File: src/rtl/prefix_addsub_pipe.sv
// Pipelined Sklansky parallel-prefix adder/subtractor with valid/tag side-band.
// A register boundary follows every LPS prefix levels; post-processing is registered at the output.
module prefix_addsub_pipe #(
  parameter int unsigned WIDTH = 32,
  parameter int unsigned LPS   = 1,
  parameter int unsigned TAG_W = 4
) (
  input  logic             clk,
  input  logic             rst,
  input  logic             en,
  input  logic             in_valid,
  input  logic [WIDTH-1:0] x,
  input  logic [WIDTH-1:0] y,
  input  logic             cin,
  input  logic             sub,
  input  logic [TAG_W-1:0] in_tag,
  output logic             out_valid,
  output logic [WIDTH-1:0] s,
  output logic             cout,
  output logic             ovf,
  output logic             zero,
  output logic [TAG_W-1:0] out_tag
);

  localparam int unsigned N   = $clog2(WIDTH);
  localparam int unsigned S   = (N + LPS - 1) / LPS;
  localparam int unsigned SBW = TAG_W + 1 + WIDTH;

  // Sklansky levels [lo, hi): bits with bit 'lv' of their index set combine
  // with the top bit of the adjacent lower block.
  function automatic logic [WIDTH-1:0] sk_g(input logic [WIDTH-1:0] g,
                                            input logic [WIDTH-1:0] p,
                                            input int unsigned      lo,
                                            input int unsigned      hi);
    logic [WIDTH-1:0] gc, pc, gn, pn;
    int unsigned j;
    gc = g;
    pc = p;
    for (int unsigned lv = lo; lv < hi; lv++) begin
      gn = gc;
      pn = pc;
      for (int unsigned i = 0; i < WIDTH; i++) begin
        if (((i >> lv) & 1) != 0) begin
          j     = ((i >> lv) << lv) - 1;
          gn[i] = gc[i] | (pc[i] & gc[j]);
          pn[i] = pc[i] & pc[j];
        end
      end
      gc = gn;
      pc = pn;
    end
    return gc;
  endfunction

  function automatic logic [WIDTH-1:0] sk_p(input logic [WIDTH-1:0] p,
                                            input int unsigned      lo,
                                            input int unsigned      hi);
    logic [WIDTH-1:0] pc, pn;
    int unsigned j;
    pc = p;
    for (int unsigned lv = lo; lv < hi; lv++) begin
      pn = pc;
      for (int unsigned i = 0; i < WIDTH; i++) begin
        if (((i >> lv) & 1) != 0) begin
          j     = ((i >> lv) << lv) - 1;
          pn[i] = pc[i] & pc[j];
        end
      end
      pc = pn;
    end
    return pc;
  endfunction

  logic [WIDTH-1:0] yb, pre_p, pre_g;
  logic             c0;

  // c0 is merged into bit 0's generate so the N-level network yields G[i:-1] directly.
  always_comb begin
    yb       = sub ? ~y : y;
    c0       = cin ^ sub;
    pre_p    = x ^ yb;
    pre_g    = x & yb;
    pre_g[0] = pre_g[0] | (pre_p[0] & c0);
  end

  for (genvar k = 0; k < S; k++) begin : g_stg
    localparam int unsigned LO = k * LPS;
    localparam int unsigned HI = ((k + 1) * LPS < N) ? (k + 1) * LPS : N;

    logic [WIDTH-1:0] g_in, p_in, g_q;
    logic [SBW-1:0]   sb_in, sb_q;
    logic             v_in, v_q;

    if (k == 0) begin : g_src
      assign g_in  = pre_g;
      assign p_in  = pre_p;
      assign sb_in = {in_tag, c0, pre_p};
      assign v_in  = in_valid;
    end else begin : g_src
      assign g_in  = g_stg[k-1].g_q;
      assign p_in  = g_stg[k-1].g_pq.p_q;
      assign sb_in = g_stg[k-1].sb_q;
      assign v_in  = g_stg[k-1].v_q;
    end

    always_ff @(posedge clk) begin
      if (rst) begin
        v_q <= 1'b0;
      end else if (en) begin
        v_q <= v_in;
      end
    end

    always_ff @(posedge clk) begin
      if (en) begin
        g_q  <= sk_g(g_in, p_in, LO, HI);
        sb_q <= sb_in;
      end
    end

    // Group propagate is dead after the final level, so only inner stages keep it.
    if (k < S - 1) begin : g_pq
      logic [WIDTH-1:0] p_q;
      always_ff @(posedge clk) begin
        if (en) begin
          p_q <= sk_p(p_in, LO, HI);
        end
      end
    end
  end

  logic [WIDTH-1:0] g_f, p_f, carry, s_d;
  logic [TAG_W-1:0] tag_f;
  logic             c0_f, v_f, cout_d, ovf_d, zero_d;

  assign g_f                 = g_stg[S-1].g_q;
  assign {tag_f, c0_f, p_f}  = g_stg[S-1].sb_q;
  assign v_f                 = g_stg[S-1].v_q;

  always_comb begin
    carry  = {g_f[WIDTH-2:0], c0_f};
    s_d    = p_f ^ carry;
    cout_d = g_f[WIDTH-1];
    ovf_d  = carry[WIDTH-1] ^ g_f[WIDTH-1];
    zero_d = ~|s_d;
  end

  logic             out_valid_q, cout_q, ovf_q, zero_q;
  logic [WIDTH-1:0] s_q;
  logic [TAG_W-1:0] tag_q;

  // Data outputs only load on valid slots so they hold through bubbles.
  always_ff @(posedge clk) begin
    if (rst) begin
      out_valid_q <= 1'b0;
      s_q         <= '0;
      cout_q      <= 1'b0;
      ovf_q       <= 1'b0;
      zero_q      <= 1'b0;
      tag_q       <= '0;
    end else if (en) begin
      out_valid_q <= v_f;
      if (v_f) begin
        s_q    <= s_d;
        cout_q <= cout_d;
        ovf_q  <= ovf_d;
        zero_q <= zero_d;
        tag_q  <= tag_f;
      end
    end
  end

  assign out_valid = out_valid_q;
  assign s         = s_q;
  assign cout      = cout_q;
  assign ovf       = ovf_q;
  assign zero      = zero_q;
  assign out_tag   = tag_q;

endmodule

File: config.mk
export PLATFORM = sky130hd
export DESIGN_NAME = prefix_addsub_pipe
export DESIGN_NICKNAME = d
export VERILOG_FILES = /design/src/rtl/prefix_addsub_pipe.sv
export SDC_FILE = /design/constraint.sdc
export NUM_CORES = 1
export LEC_CHECK = 0
export ABC_AREA = 1
export CELL_PAD_IN_SITES_DETAIL_PLACEMENT = 0
export CELL_PAD_IN_SITES_GLOBAL_PLACEMENT = 1
export CORE_MARGIN = 4
export CORE_UTILIZATION = 53
export CTS_CLUSTER_DIAMETER = 120
export CTS_CLUSTER_SIZE = 40
export DETAILED_ROUTE_END_ITERATION = 8
export DONT_BUFFER_PORTS = 1
export PLACE_DENSITY_LB_ADDON = 0.1
export SYNTH_ARGS = -nofsm -noshare
export SYNTH_HDL_FRONTEND = slang
export SYNTH_SLANG_ARGS = --single-unit
File: constraint.sdc
create_clock -name clk -period 2.7 [get_ports clk]
set_clock_uncertainty 0.2 [all_clocks]
set_input_delay 0.54 -clock clk [delete_from_list [all_inputs] [get_ports clk]]
set_output_delay 0.54 -clock clk [all_outputs]
set_load 0.01 [all_outputs]
# ---- Yosys cells after proc, flatten, opt, wreduce, memory -nomap -nowiden
# Cells that the tools add are included.
dict set report totals {
  in_bits 74
  register_bits 518
  wordCells 261
  output_inout_bits 40
}
dict set report op_classes {
  n_bitwise 232
  n_reduce_logical 3
  n_mux 1
}
# op n
set ops {}
lappend ops {{$and 1x1->1} 145}
lappend ops {{$or 1x1->1} 81}
lappend ops {{$xor 32x32->32} 2}
lappend ops {{$and 32x32->32} 1}
lappend ops {{$mux 32} 1}
lappend ops {{$not 32->32} 1}
lappend ops {{$reduce_or 32->1} 1}
lappend ops {{$reduce_and 2->1} 1}
lappend ops {{$xor 1x1->1} 2}
lappend ops {{$logic_not 1->1} 1}

# ---- Longest topological paths before layout
dict set report logic_depth {
  word_depth 7
  ltp_mapped 9
  mapped_depth_nobuf 9
}

# ---- Worst setup path after synthesis
# No wires, ideal clock.
dict set report synth_path {
  path_type {input to register}
  start {input sub}
  end {register g_stg[0].g_q[1] (data pin)}
  setup_time_ns 0.254
  required_ns 2.246
  path_slack_ns 0.485
  t_arrival_ns 1.761
  path_stages 6
  n_path_buf 2
  cell_sequence {clkbuf_1 buf_2 xor2_1 ha_1 a21o_1 a21o_1}
}
dict set report synth_via {
  elab_chain_len 6
  elab_cells_between_ends 8
  classes_between {mux: 1; bitwise: 7}
}
# element line_no
set synth_rtl {}
lappend synth_rtl {{start: declaration} 15} ;# input logic sub,
lappend synth_rtl {{$mux 32} 79} ;# yb = sub ? ~y : y;
lappend synth_rtl {{$xor 32x32->32} 81} ;# pre_p = x ^ yb;
lappend synth_rtl {{via g_stg[0].p_in[0]} 90} ;# logic [WIDTH-1:0] g_in, p_in, g_q;
lappend synth_rtl {{$and 1x1->1} 83} ;# pre_g[0] = pre_g[0] | (pre_p[0] & c0);
lappend synth_rtl {{$or 1x1->1} 83}
lappend synth_rtl {{via g_stg[0].g_in[0]} 90}
lappend synth_rtl {{$and 1x1->1} 45} ;# gn[i] = gc[i] | (pc[i] & gc[j]);
lappend synth_rtl {{$or 1x1->1} 45}
lappend synth_rtl {{end signal: assignment} 116} ;# g_q <= sk_g(g_in, p_in, LO, HI);
lappend synth_rtl {{end: declaration} 90}
# The timed path passes the listed nets, and every way through them passes these cells.
# A chain may end at the register's enable or synchronous reset.

# ---- Worst setup path in the final report
dict set report layout_path {
  start {register s_q[11] (netlist: s[11])}
  end {output s[11]}
}
# element line_no
set layout_rtl {}
lappend layout_rtl {{start: declaration} 149} ;# logic [WIDTH-1:0] s_q;
lappend layout_rtl {{start signal: assignment} 156} ;# s_q <= '0;
lappend layout_rtl {{start signal: assignment} 164} ;# s_q <= s_d;
lappend layout_rtl {{end: declaration} 18} ;# output logic [WIDTH-1:0] s,
# No word-level cell between the ends.

==> flow_summary.toml <==
[cts]
numClockSinks = 462
tritoncts = "built"
clockRootBuffer = "clkbuf_16"
clk_latency_ps = 530
post-cts-setup-buffers = 0
clkTransAtPathRegs_ps = 130
cts_resized = 0
cts_buffers = 15
cts_buffer_depth = 3
cts_max_level = 1

[timing]
drv_slew = 0
setup_tns_ps = 0
setup_viol = 0
period_share = 0.647
fmax_ghz = 0.573
worst-slew-pin-transition_ps = 887
layout_min_cycle_time_ps = 1750
slew_headroom = 0.409
final-hold-violation-count = 0
fin_ws_ps = 954
rsz0062_at_grt = "no"

[final_layout]
synthToLayoutAreaGrowth_pct = 5.88
nets = 1091
stdcell_count = 1384
diodes = 0
multiInputGateArea_um2 = 2450
fillers = 2336
fin_util = 0.576
drive_above_1_share = 0.0241
register_area_um2 = 13400

[die]
dieWidth_um = 183
num_rows = 63
dieArea_um2 = 33600
die_h_um = 183
coreArea_um2 = 30000
ios = 114
initial_core_util = 0.544

[placement]
dp_cells = 1349
port_buffers = 0
finalWeightedCongestion = 0.723
dp_slack_ps = 830
dp_hpwl_um = 12700

[logic_synthesis]
ys_ff_latch = 462
synth_top_family_by_area = "compound AO/OA/AOI/OAI gates"
syn_inst = 977
synth_compound_area_frac = 0.0565
synth_area_um2 = 16300
muxShareOfSynthArea = 0
ys_top_cells_by_area = "edfxtp_1, dfxtp_1, a21o_1"
synthAdderAreaFrac = 0.0246
synth.top_cell.area_share = 0.769
yosysWarnings = 0
synth_fp_nets = 1083
yosysSeqAreaShare = 0.824
postSynthAreaPerCell_um2 = 16.7
synth_top_area_cell = "edfxtp_1"
yosys.area_share.simple = 0.0428
synth_xor_area_frac = 0.0263
yosysUniqueCellTypes = 19

[route]
ant_nets = 0
wl_per_cell_um = 15.2
drt_iter0_drc = 469
drc = 0
drt_wl_total_um = 21000
viasPerCell = 4.94
drt_pass1_iterations = 4
route.vias.total = 6835

[run_status]
status = "finished clean"

[worst_setup_path]
cp-start-kind = "flop"
critPathKind = "flop to output port"
path_max_fanout = 2
end_kind = "output port"
critPathArrivalTime_ps = 1010
required_ps = 1960

[worst_hold_path]
hp-class = "input pin to flop"

[global_route]
grt.total_usage = 0.124
met3_usage = 0.0292
grt.busiest_layer = "met2"
grt_overflow_total = 0
grt_pass1_vias = 6664
antenna_found_initial = 0
use_met1 = 0.172
grt_pass1_wl_um = 33800
met2_usage = 0.206
grt_max_degree = 425

[pwr]
p_per_area_nw_per_um2 = 710
p_leak_uw = 0.00672
vdd_drop_max_v = 0.000511

[flow_run]
maxCapViolations = 0
## sequential cells by signal, indices dropped and copies added, names as in the netlist
signal          flops
g_f                32
out_tag             4
out_valid           1
g_stg.g_q         128
zero                1
g_stg.sb_q        185
ovf                 1
s                  32
g_stg.v_q           5
cout                1
g_stg.g_pq.p_q     72
## per-layer routing
metal / wire length (um) / part of all wire / up-vias
li1: - / - / 3457
met1: 9550 / 0.45 / 3248
met2: 9840 / 0.47 / 113
met3: 1250 / 0.059 / 17
met4: 391 / 0.019 / 0
met5: 0 / 0 / -
## metrics by stage
stage	total power (uW)	hold WS, ps	cell area (um^2)
floorplan	9210	200	16300
global placement	9360	200	16700
detailed placement	9390	205	16700
CTS	12400	-59.7	17200
global route	12800	5.87	17200
finish	12200	29.7	17200
## where the power goes
group | internal [uW] | leakage [uW] | switching (uW)
Combinational | 236 | 0.00209 | 267
Sequential | 8500 | 0.00443 | 237
Clock | 1100 | 0.000210 | 1900
Total | 9830 | 0.00672 | 2400
## logic make-up after synthesis
group,Yosys count
buffers and inverters,108
AND/OR/NAND/NOR,183
XOR/XNOR,49
AO/OA/AOI/OAI,143
flip-flops,462
adder cells (fa/ha/maj),32
## cell type report
class | instances | area share
Clock inverter | 2 | 0.00167
Clock buffer | 24 | 0.0237
Sequential cell | 462 | 0.778
Inverter | 87 | 0.0189
Timing Repair Buffer | 12 | 0.00711
Tap cell | 390 | 0.0283
Multi-Input combinational cell | 407 | 0.142
## placed cells by master (no fill, tap or decap)
master and n:
ha_1 32, a21oi_1 19, nand2_1 115, nor2_1 65, dlygate4sd3_1 8, o21ai_0 42
edfxtp_1 417, a21o_1 81, inv_16 1, clkbuf_16 15, inv_1 86, nand2_2 1
buf_4 3, xnor2_1 1, dfxtp_1 45, nand3_2 1, xor2_1 48, inv_6 1
clkbuf_1 9, nand3_1 1, inv_2 1, buf_12 1, o211ai_1 1
## Yosys cell counts
library cell  count
edfxtp_1        417
nand2_1         115
inv_1            86
a21o_1           81
nor2_1           65
xor2_1           48
dfxtp_1          45
o21ai_0          42
ha_1             32
a21oi_1          19
clkbuf_1         16
buf_2             4
buf_6             1
inv_2             1
nand2_2           1
nand3_1           1
nand3_2           1
o211ai_1          1
xnor2_1           1
## final timing paths
| check | cells after the start | slack (ps) | to | from |
|---|---|---|---|---|
| worst max register to register | 9 | 1050 | zero | g_stg[4].sb_q[3] |
| worst max-delay path | 0 | 950 | s[11] | s[11] |
| worst min register to register | 0 | 210 | g_stg[2].g_q[10] | g_stg[1].g_q[10] |
| worst min-delay path | 1 | 30 | g_stg[0].sb_q[6] | x[6] |
## repair_timing
item	in CTS	in global routing
setup endpoints to repair	0	0
hold endpoints to repair	166	34
hold buffers	7	2
Power figures use the tool's default switching activity.
